### src/rtl/mips_pkg.sv
// Shared constants and FSM state encoding for the instruction fetch sequencer.
package mips_pkg;

  localparam logic [5:0]  OP_BEQ    = 6'b000100;
  localparam logic [5:0]  OP_J      = 6'b000010;
  localparam logic [31:0] HALT_WORD = 32'hFFFF_FFFF;

  typedef enum logic [2:0] {
    S_IDLE    = 3'd0,
    S_FETCH   = 3'd1,
    S_ISSUE   = 3'd2,
    S_RESOLVE = 3'd3,
    S_ADVANCE = 3'd4,
    S_PC_WAIT = 3'd5
  } if_state_e;

endpackage

### src/rtl/if_field_extract.sv
// Combinational split of an instruction word into opcode, sign-extended
// branch offset (word units, unshifted) and 26-bit jump target.
module if_field_extract #(
  parameter int INSTR_W = 32
) (
  input  logic [INSTR_W-1:0] i_instr,
  output logic [5:0]         o_opcode,
  output logic [INSTR_W-1:0] o_offset,
  output logic [25:0]        o_target
);

  assign o_opcode = i_instr[31:26];
  assign o_offset = {{(INSTR_W-16){i_instr[15]}}, i_instr[15:0]};
  assign o_target = i_instr[25:0];

endmodule

### src/rtl/instr_fetch_32.sv
// Instruction fetch sequencer between pc_control_32 and decode.
// Optional halt detection is enabled by defining IF_HALT_DETECT_EN.
module instr_fetch_32
  import mips_pkg::*;
#(
  parameter int INSTR_W = 32,
  parameter int CNT_W   = 16
) (
  input  logic               clk,
  input  logic               reset,
  input  logic               run,
  input  logic [INSTR_W-1:0] pc,
  input  logic               pc_finish,
  output logic               pc_start,
  output logic               beq,
  output logic               jump,
  output logic [INSTR_W-1:0] branch_offset,
  output logic [25:0]        jump_addr,
  output logic               imem_req,
  output logic [INSTR_W-1:0] imem_addr,
  input  logic               imem_ack,
  input  logic [INSTR_W-1:0] imem_rdata,
  output logic [INSTR_W-1:0] instr,
  output logic               instr_valid,
  input  logic               instr_ready,
  input  logic               br_valid,
  input  logic               br_taken,
  output logic               halted,
  output logic [CNT_W-1:0]   fetch_count
);

  if_state_e          r_state;
  if_state_e          w_next;
  logic               r_pc_start;
  logic               r_imem_req;
  logic [INSTR_W-1:0] r_imem_addr;
  logic [INSTR_W-1:0] r_instr;
  logic               r_instr_valid;
  logic               r_beq;
  logic               r_jump;
  logic [INSTR_W-1:0] r_branch_offset;
  logic [25:0]        r_jump_addr;
  logic               r_halted;
  logic [CNT_W-1:0]   r_fetch_count;

  logic [5:0]         w_opcode;
  logic [INSTR_W-1:0] w_offset;
  logic [25:0]        w_target;
  logic               w_is_halt;
  logic               w_issue_hs;

  if_field_extract #(.INSTR_W(INSTR_W)) u_field_extract (
    .i_instr  (r_instr),
    .o_opcode (w_opcode),
    .o_offset (w_offset),
    .o_target (w_target)
  );

`ifdef IF_HALT_DETECT_EN
  assign w_is_halt = (r_instr == HALT_WORD);
`else
  assign w_is_halt = 1'b0;
`endif

  assign w_issue_hs = (r_state == S_ISSUE) && instr_ready;

  // Next-state decode
  always_comb begin
    w_next = r_state;
    case (r_state)
      S_IDLE: begin
        if (run && !r_halted) w_next = S_FETCH;
        else                  w_next = S_IDLE;
      end
      S_FETCH: begin
        if (imem_ack) w_next = S_ISSUE;
        else          w_next = S_FETCH;
      end
      S_ISSUE: begin
        if (!instr_ready)             w_next = S_ISSUE;
        else if (w_is_halt)           w_next = S_IDLE;
        else if (w_opcode == OP_BEQ)  w_next = S_RESOLVE;
        else                          w_next = S_ADVANCE;
      end
      S_RESOLVE: begin
        if (br_valid) w_next = S_ADVANCE;
        else          w_next = S_RESOLVE;
      end
      // finish may coincide with the start pulse, so ADVANCE samples it too
      S_ADVANCE, S_PC_WAIT: begin
        if (pc_finish) w_next = run ? S_FETCH : S_IDLE;
        else           w_next = S_PC_WAIT;
      end
      default: w_next = S_IDLE;
    endcase
  end

  // State register and registered outputs
  always_ff @(posedge clk or negedge reset) begin
    if (!reset) begin
      r_state         <= S_IDLE;
      r_pc_start      <= 1'b0;
      r_imem_req      <= 1'b0;
      r_imem_addr     <= {INSTR_W{1'b0}};
      r_instr         <= {INSTR_W{1'b0}};
      r_instr_valid   <= 1'b0;
      r_beq           <= 1'b0;
      r_jump          <= 1'b0;
      r_branch_offset <= {INSTR_W{1'b0}};
      r_jump_addr     <= 26'd0;
      r_halted        <= 1'b0;
      r_fetch_count   <= {CNT_W{1'b0}};
    end else begin
      r_state       <= w_next;
      r_pc_start    <= (w_next == S_ADVANCE);
      r_imem_req    <= (w_next == S_FETCH);
      r_instr_valid <= (w_next == S_ISSUE);
      if ((w_next == S_FETCH) && (r_state != S_FETCH)) begin
        r_imem_addr <= pc;
      end
      if ((r_state == S_FETCH) && imem_ack) begin
        r_instr <= imem_rdata;
      end
      if (w_issue_hs) begin
        r_fetch_count   <= r_fetch_count + {{(CNT_W-1){1'b0}}, 1'b1};
        r_branch_offset <= w_offset;
        r_jump_addr     <= w_target;
        r_beq           <= 1'b0;
        r_jump          <= !w_is_halt && (w_opcode == OP_J);
        if (w_is_halt) r_halted <= 1'b1;
      end
      if ((r_state == S_RESOLVE) && br_valid) begin
        r_beq <= br_taken;
      end
    end
  end

  assign pc_start      = r_pc_start;
  assign imem_req      = r_imem_req;
  assign imem_addr     = r_imem_addr;
  assign instr         = r_instr;
  assign instr_valid   = r_instr_valid;
  assign beq           = r_beq;
  assign jump          = r_jump;
  assign branch_offset = r_branch_offset;
  assign jump_addr     = r_jump_addr;
  assign halted        = r_halted;
  assign fetch_count   = r_fetch_count;

endmodule

### config.mk
export PLATFORM = sky130hd
export DESIGN_NAME = instr_fetch_32
export DESIGN_NICKNAME = d
export VERILOG_FILES = /design/src/rtl/mips_pkg.sv /design/src/rtl/if_field_extract.sv /design/src/rtl/instr_fetch_32.sv
export SDC_FILE = /design/constraint.sdc
export NUM_CORES = 1
export LEC_CHECK = 0
export BUFFER_PORTS_ARGS = -buffer_cell sky130_fd_sc_hd__buf_2
export CAP_MARGIN = 20
export CORE_MARGIN = 4
export CORE_UTILIZATION = 26
export CTS_CLUSTER_DIAMETER = 40
export DETAILED_ROUTE_END_ITERATION = 10
export PLACE_DENSITY_LB_ADDON = 0.08
export SLEW_MARGIN = 40
export SYNTH_ARGS = -nofsm -noshare
export SYNTH_HDL_FRONTEND = slang
export SYNTH_SLANG_ARGS = --single-unit
### constraint.sdc
create_clock -name clk -period 3.5 [get_ports clk]
set_clock_uncertainty 0.1 [all_clocks]
set_input_delay 0.175 -clock clk [delete_from_list [all_inputs] [get_ports clk]]
set_output_delay 0.175 -clock clk [all_outputs]
set_load 0.005 [all_outputs]
After elaboration in Yosys (flattened, before gate mapping)
Cells that the tools add are included.
{ "totals": {"output_inout_bits": 144, "inputBits": 72, "reg_bits": 130} }
{ "op_classes": {"eq_ne": 11, "reduce_logical": 7, "add_sub_neg": 1, "muxes": 9} }
{ "op_table": {"columns": ["operator", "n"], "rows": [
  ["$add 16x1->16 const B", 1],
  ["$pmux 3 s5", 1],
  ["$mux 3", 4],
  ["$eq 3x2->1 const B", 3],
  ["$eq 3x3->1 const B", 3],
  ["$eq 3x1->1 const B", 2],
  ["$eq 6x2->1 const B", 1],
  ["$eq 6x3->1 const B", 1],
  ["$logic_and 1x1->1", 4],
  ["$logic_not 3->1", 1],
  ["$mux 1", 3],
  ["$ne 3x1->1 const B", 1],
  ["$mux 2", 1],
  ["$reduce_bool 2->1", 1],
  ["$reduce_or 2->1", 1]
]} }

Longest topological paths before layout
{ "depth": {"depth_word": 6, "mapped_depth": 6, "ltp_nobuf": 5} }

Cells and area by module
A second synthesis with hierarchy kept.
{ "unflattened": {"hier_cells": 428, "area_unflattened_um2": 6226.0} }
{ "modules_own_cells": {"columns": ["module", "n_inst", "cells_per_inst", "area_per_inst_um2"], "rows": [
  ["instr_fetch_32", 1, 364, 5745.5],
  ["if_field_extract", 1, 64, 480.5]
]} }

Worst setup path after synthesis
OpenSTA, ideal clock, no wires.
{ "synth_timing": {"path_kind": "register to register", "start": "reg r_state[1]", "end": "reg r_imem_addr[10], in the netlist imem_addr[10]", "path_buffers": 2, "t_arrival_ns": 1.491, "required_ns": 3.275, "slack_ns": 1.784, "setup_ns": 0.125, "stages_incl_launch_ff": 7, "synth_period_minus_slack_ns": 1.716, "path_cell_list": "dfrtp_1 -> buf_2 -> or3b_1 -> o21ai_2 -> nor2_4 -> buf_6 -> mux2_4"} }
{ "synth_between": {"elab_chain_len": 5, "word_cells_on_any_way": 11} }
{ "synth_rtl": {"columns": ["item", "line_no", "source"], "rows": [
  ["from (decl)", "instr_fetch_32.sv:32", "if_state_e r_state;"],
  ["from (signal assigned)", "instr_fetch_32.sv:114", "r_state <= w_next;"],
  ["$eq 3x3->1", "instr_fetch_32.sv:70", "case (r_state)"],
  ["$reduce_or 2->1", "instr_fetch_32.sv:70", null],
  ["$pmux 3 s5", "instr_fetch_32.sv:70", null],
  ["$eq 3x1->1", "instr_fetch_32.sv:118", "if ((w_next == S_FETCH) && (r_state != S_FETCH)) begin"],
  ["$logic_and 1x1->1 *", "instr_fetch_32.sv:118", null],
  ["to (signal assigned)", "instr_fetch_32.sv:104", "r_imem_addr <= {INSTR_W{1'b0}};"],
  ["to (signal assigned)", "instr_fetch_32.sv:119", "r_imem_addr <= pc;"],
  ["to (decl)", "instr_fetch_32.sv:36", "logic [INSTR_W-1:0] r_imem_addr;"]
]} }
Mark *: on every way between the ends. The rest lies on a longest branch, timed or not.
A chain may end at the register's enable or synchronous reset.

Final worst setup path
{ "layout_timing": {"start": "reg r_state[2]", "end": "reg r_instr[8], in the netlist instr[8]"} }
{ "layout_between": {"elab_chain_len": 2} }
{ "layout_rtl": {"columns": ["item", "line_no", "source"], "rows": [
  ["$eq 3x1->1", "instr_fetch_32.sv:121", "if ((r_state == S_FETCH) && imem_ack) begin"],
  ["$logic_and 1x1->1", "instr_fetch_32.sv:121", null],
  ["to (signal assigned)", "instr_fetch_32.sv:105", "r_instr <= {INSTR_W{1'b0}};"],
  ["to (signal assigned)", "instr_fetch_32.sv:122", "r_instr <= imem_rdata;"],
  ["to (decl)", "instr_fetch_32.sv:37", "logic [INSTR_W-1:0] r_instr;"]
]} }
No other way between the ends.

==> impl_metrics.xml <==
<?xml version="1.0" encoding="UTF-8"?>
<metrics>
  <group name="routing">
    <metric name="dr_total_vias" unit="">3642</metric>
    <metric name="antenna_left" unit="">0</metric>
    <metric name="wl" unit="µm">13100</metric>
    <metric name="violation_count_after_the_first_detailed_route_iteration" unit="">99</metric>
    <metric name="routedWlPerCell" unit="µm">14.8</metric>
    <metric name="viasPerCell" unit="">4.13</metric>
    <metric name="drt_pass1_iterations" unit="">4</metric>
    <metric name="drc" unit="">0</metric>
  </group>
  <group name="clock_network">
    <metric name="cts_htree_levels" unit="">4</metric>
    <metric name="clkSinkCount" unit="">114</metric>
    <metric name="post_cts_resize_count" unit="">0</metric>
    <metric name="cts_root_buffer" unit="">sky130_fd_sc_hd__clkbuf_16</metric>
    <metric name="post-cts-setup-buffers" unit="">0</metric>
    <metric name="worst_skew_pair.late_latency" unit="ns">0.40</metric>
    <metric name="post_cts_hold_buffer_count" unit="">66</metric>
    <metric name="cts-buffers-inserted" unit="">17</metric>
    <metric name="tritoncts" unit="">built</metric>
    <metric name="clk_pin_slew_worst_paths" unit="ns">0.06</metric>
    <metric name="max-clock-path-buffers" unit="">2</metric>
  </group>
  <group name="sta">
    <metric name="finalSetupViolations" unit="">0</metric>
    <metric name="finalCritPeriodShare" unit="%">64.7</metric>
    <metric name="fin_worst_hold_slack" unit="ns">0.0544</metric>
    <metric name="final.min_clock_period" unit="ns">2.26</metric>
    <metric name="final_hold_viol_count" unit="">0</metric>
    <metric name="final_max_slew_viol_count" unit="">0</metric>
    <metric name="maxSlewHeadroom" unit="%">49.5</metric>
    <metric name="totalNegativeSetupSlack" unit="ns">0</metric>
    <metric name="setup_repair_after_global_routing_missed_its_margin" unit="">no</metric>
    <metric name="worstMarginPinSlew" unit="ns">0.756</metric>
    <metric name="fmax" unit="MHz">442</metric>
  </group>
  <group name="global_route">
    <metric name="globalRouteOverflowTotal" unit="">0</metric>
    <metric name="gr-usage-all-layers" unit="%">12.7</metric>
    <metric name="first_pass_grt_wire_length" unit="µm">20600</metric>
    <metric name="grt_antenna_before_repair" unit="">0</metric>
    <metric name="grt_start_max_net_pins" unit="">60</metric>
    <metric name="number_of_global_route_vias_before_repair" unit="">3884</metric>
  </group>
  <group name="worst_setup_path">
    <metric name="worst_path_dominant_cell_family" unit="">simple AND/OR/NAND/NOR gates</metric>
    <metric name="worstPathMaxFanout" unit="">24</metric>
    <metric name="worstSetupStartpointType" unit="">flop</metric>
    <metric name="timing.critical_path.slowest_stage_cell" unit="">sky130_fd_sc_hd__nor2_4</metric>
    <metric name="regToRegSetupSlack" unit="ns">1.24</metric>
    <metric name="cpPeakStageDelay" unit="ns">0.64</metric>
    <metric name="timing.critical_path.required" unit="ns">3.68</metric>
    <metric name="timing.critical_path.to_type" unit="">flop</metric>
    <metric name="r2r-start" unit="">r_state[2]$_DFF_PN0_</metric>
    <metric name="reg2reg_to" unit="">instr[8]$_DFFE_PN0P_</metric>
    <metric name="worst-setup-path-type" unit="">flop to flop</metric>
    <metric name="cp_data_arrival_time" unit="ns">2.45</metric>
    <metric name="critPathBufInv" unit="">1</metric>
    <metric name="timing.critical_path.cells" unit="">nand3b_1 &gt; nor2_4 &gt; buf_4 &gt; mux2_2</metric>
    <metric name="r2r.worst_path.cells" unit="">4</metric>
  </group>
  <group name="yosys">
    <metric name="synth.ff_latch_count" unit="">114</metric>
    <metric name="yosys.area.top_type_share" unit="%">58.9</metric>
    <metric name="ys.flop_type" unit="">sky130_fd_sc_hd__dfrtp_1</metric>
    <metric name="postSynthCellCount" unit="">382</metric>
    <metric name="avgSynthCellArea" unit="µm²">12.7</metric>
    <metric name="synthMostInstantiatedCell" unit="">sky130_fd_sc_hd__dfrtp_1</metric>
    <metric name="post_synthesis_sequential_area_ratio" unit="%">58.9</metric>
    <metric name="ys_warn_count" unit="">0</metric>
    <metric name="most_frequent_cells_after_synthesis" unit="">sky130_fd_sc_hd__dfrtp_1 (114), sky130_fd_sc_hd__nand2_1 (91), sky130_fd_sc_hd__mux2_2 (34), sky130_fd_sc_hd__buf_4 (33), sky130_fd_sc_hd__mux2_4 (30)</metric>
    <metric name="syn-num-nets" unit="">455</metric>
    <metric name="synth.largest_area_cell" unit="">sky130_fd_sc_hd__dfrtp_1</metric>
    <metric name="synth.cell_area" unit="mm²">0.00485</metric>
    <metric name="synth.distinct_cells" unit="">39</metric>
    <metric name="yosys-top-cells-area" unit="">sky130_fd_sc_hd__dfrtp_1 (59%), sky130_fd_sc_hd__mux2_4 (9.3%), sky130_fd_sc_hd__mux2_2 (7.9%)</metric>
    <metric name="synth_enable_flop_cells" unit="">0</metric>
    <metric name="postSynth.asyncResetShare" unit="%">100</metric>
  </group>
  <group name="flow_run">
    <metric name="maxCapViolCount" unit="">0</metric>
  </group>
  <group name="worst_hold_path">
    <metric name="hold_class" unit="">primary input to flop</metric>
    <metric name="min_delay_path_depth" unit="">3</metric>
    <metric name="holdCritStartpoint" unit="">br_valid</metric>
    <metric name="worstHoldEndpoint" unit="">beq$_DFFE_PN0P_</metric>
  </group>
  <group name="place">
    <metric name="io_buffer_count" unit="">214</metric>
    <metric name="place_inst" unit="">784</metric>
    <metric name="globalplace.congestion" unit="">0.707</metric>
    <metric name="dp.final_hpwl" unit="µm">9110</metric>
  </group>
  <group name="die">
    <metric name="placeableCoreArea" unit="mm²">0.0181</metric>
    <metric name="die_height" unit="µm">145</metric>
    <metric name="initial_utilization" unit="%">26.7</metric>
    <metric name="boundaryPins" unit="">216</metric>
    <metric name="placementRows" unit="">49</metric>
    <metric name="die-width" unit="µm">145</metric>
    <metric name="floorplan.die_area" unit="mm²">0.0209</metric>
  </group>
  <group name="final_layout">
    <metric name="antenna-diode-count" unit="">0</metric>
    <metric name="num-nets-final" unit="">713</metric>
    <metric name="drive_gt1_share" unit="%">49.8</metric>
    <metric name="syn_to_layout_area_delta" unit="%">50.3</metric>
    <metric name="multi_input_comb_area" unit="mm²">0.00168</metric>
    <metric name="fill_cells" unit="">1803</metric>
    <metric name="sequential_cell_area" unit="mm²">0.00285</metric>
    <metric name="layout.cells.non_filler" unit="">882</metric>
    <metric name="fin_util" unit="%">40.1</metric>
  </group>
  <group name="power_and_ir_drop">
    <metric name="power_per_cell_area" unit="mW/mm²">883</metric>
    <metric name="leakagePower" unit="nW">3.74</metric>
    <metric name="ir_worst_vdd" unit="mV">0.345</metric>
    <metric name="p_total" unit="mW">6.43</metric>
  </group>
  <group name="run_status">
    <metric name="run_status" unit="">finished, final reports clean</metric>
  </group>
</metrics>
[per-stage QoR]
| step | area, µm² | worst slack (ns) |
|---|---|---|
| floorplan | 4850 | 1.78 |
| global placement | 5960 | 1.26 |
| detailed placement | 5960 | 1.18 |
| CTS | 7280 | 1.19 |
| global route | 7280 | 1.06 |
| finish | 7280 | 1.24 |
[state kept, by name (all words and copies together), names as in the netlist, 3 cells and up]
register,flops
fetch_count,16
jump_addr,11
imem_addr,32
r_state,3
instr,32
branch_offset,15
[power breakdown]
group / internal, mW / total, mW / switching, mW
logic: 1.29 / 2.19 / 0.902
clock network: 1.30 / 1.93 / 0.628
registers: 1.90 / 2.31 / 0.414
total: 4.49 / 6.43 / 1.94
[placed cells by master (no fill, tap or decap), types with 2 or more instances in the layout]
master	count
sky130_fd_sc_hd__dfrtp_1	114
sky130_fd_sc_hd__clkinv_2	3
sky130_fd_sc_hd__clkinv_4	2
sky130_fd_sc_hd__and2_1	2
sky130_fd_sc_hd__buf_4	5
sky130_fd_sc_hd__clkbuf_16	17
sky130_fd_sc_hd__clkbuf_8	2
sky130_fd_sc_hd__nand2_1	91
sky130_fd_sc_hd__nand3_1	9
sky130_fd_sc_hd__xnor2_1	11
sky130_fd_sc_hd__xor2_1	4
sky130_fd_sc_hd__nor4_1	3
sky130_fd_sc_hd__and3_1	3
sky130_fd_sc_hd__mux2_2	34
sky130_fd_sc_hd__nor2b_1	3
sky130_fd_sc_hd__dlygate4sd3_1	66
sky130_fd_sc_hd__mux2_4	30
sky130_fd_sc_hd__nor2_1	5
sky130_fd_sc_hd__buf_2	213
sky130_fd_sc_hd__bufinv_16	5
sky130_fd_sc_hd__nor2_4	2
sky130_fd_sc_hd__nand3b_1	2
sky130_fd_sc_hd__clkinvlp_4	2
sky130_fd_sc_hd__inv_1	3
[worst max-delay path by stage]
stage / start / end / slack, ns / depth (start not counted)
floorplan: r_state[1]$_DFF_PN0_ / imem_addr[10]$_DFFE_PN0P_ / 1.78 / 6
global placement: r_state[2]$_DFF_PN0_ / instr[6]$_DFFE_PN0P_ / 1.26 / 4
detailed placement: r_state[2]$_DFF_PN0_ / instr[8]$_DFFE_PN0P_ / 1.18 / 4
CTS: r_state[2]$_DFF_PN0_ / instr[8]$_DFFE_PN0P_ / 1.19 / 4
global route: r_state[2]$_DFF_PN0_ / instr[7]$_DFFE_PN0P_ / 1.06 / 4
finish: r_state[2]$_DFF_PN0_ / instr[8]$_DFFE_PN0P_ / 1.24 / 4
[worst register-to-register path: stages, from the launching register on]
cell and delay [ns]:
sky130_fd_sc_hd__dfrtp_1 0.48, sky130_fd_sc_hd__nand3b_1 0.31, sky130_fd_sc_hd__nor2_4 0.64, sky130_fd_sc_hd__buf_4 0.28, sky130_fd_sc_hd__mux2_2 0.34
[area by class of cell]
cell class | count | area share (%)
Timing Repair Buffer | 286 | 24.7
Multi-Input combinational cell | 218 | 23.0
Clock buffer | 19 | 6.22
Tap cell | 229 | 3.93
Inverter | 3 | 0.155
Clock inverter | 13 | 2.83
Sequential cell | 114 | 39.2
[cell families (layout without fill, tap and decap cells)]
group	count (synthesis)	in the layout	share of synthesized area, %
AND/OR/NAND/NOR	130	130	12.4
flip-flops	114	114	58.9
multiplexers	64	64	17.2
buffers and inverters	50	321	7.07
XOR/XNOR	15	15	2.71
AO/OA/AOI/OAI	7	7	1.45
adder cells (fa/ha/maj)	1	1	0.258
other	1	1	0.0774
[per-layer routing]
layer	wire length, µm	GRT usage [%]
met2	6710	21.7
met3	841	4.03
met1	5360	15.3
met5	0	0
met4	179	4.17
Power figures use the tool's default switching activity.
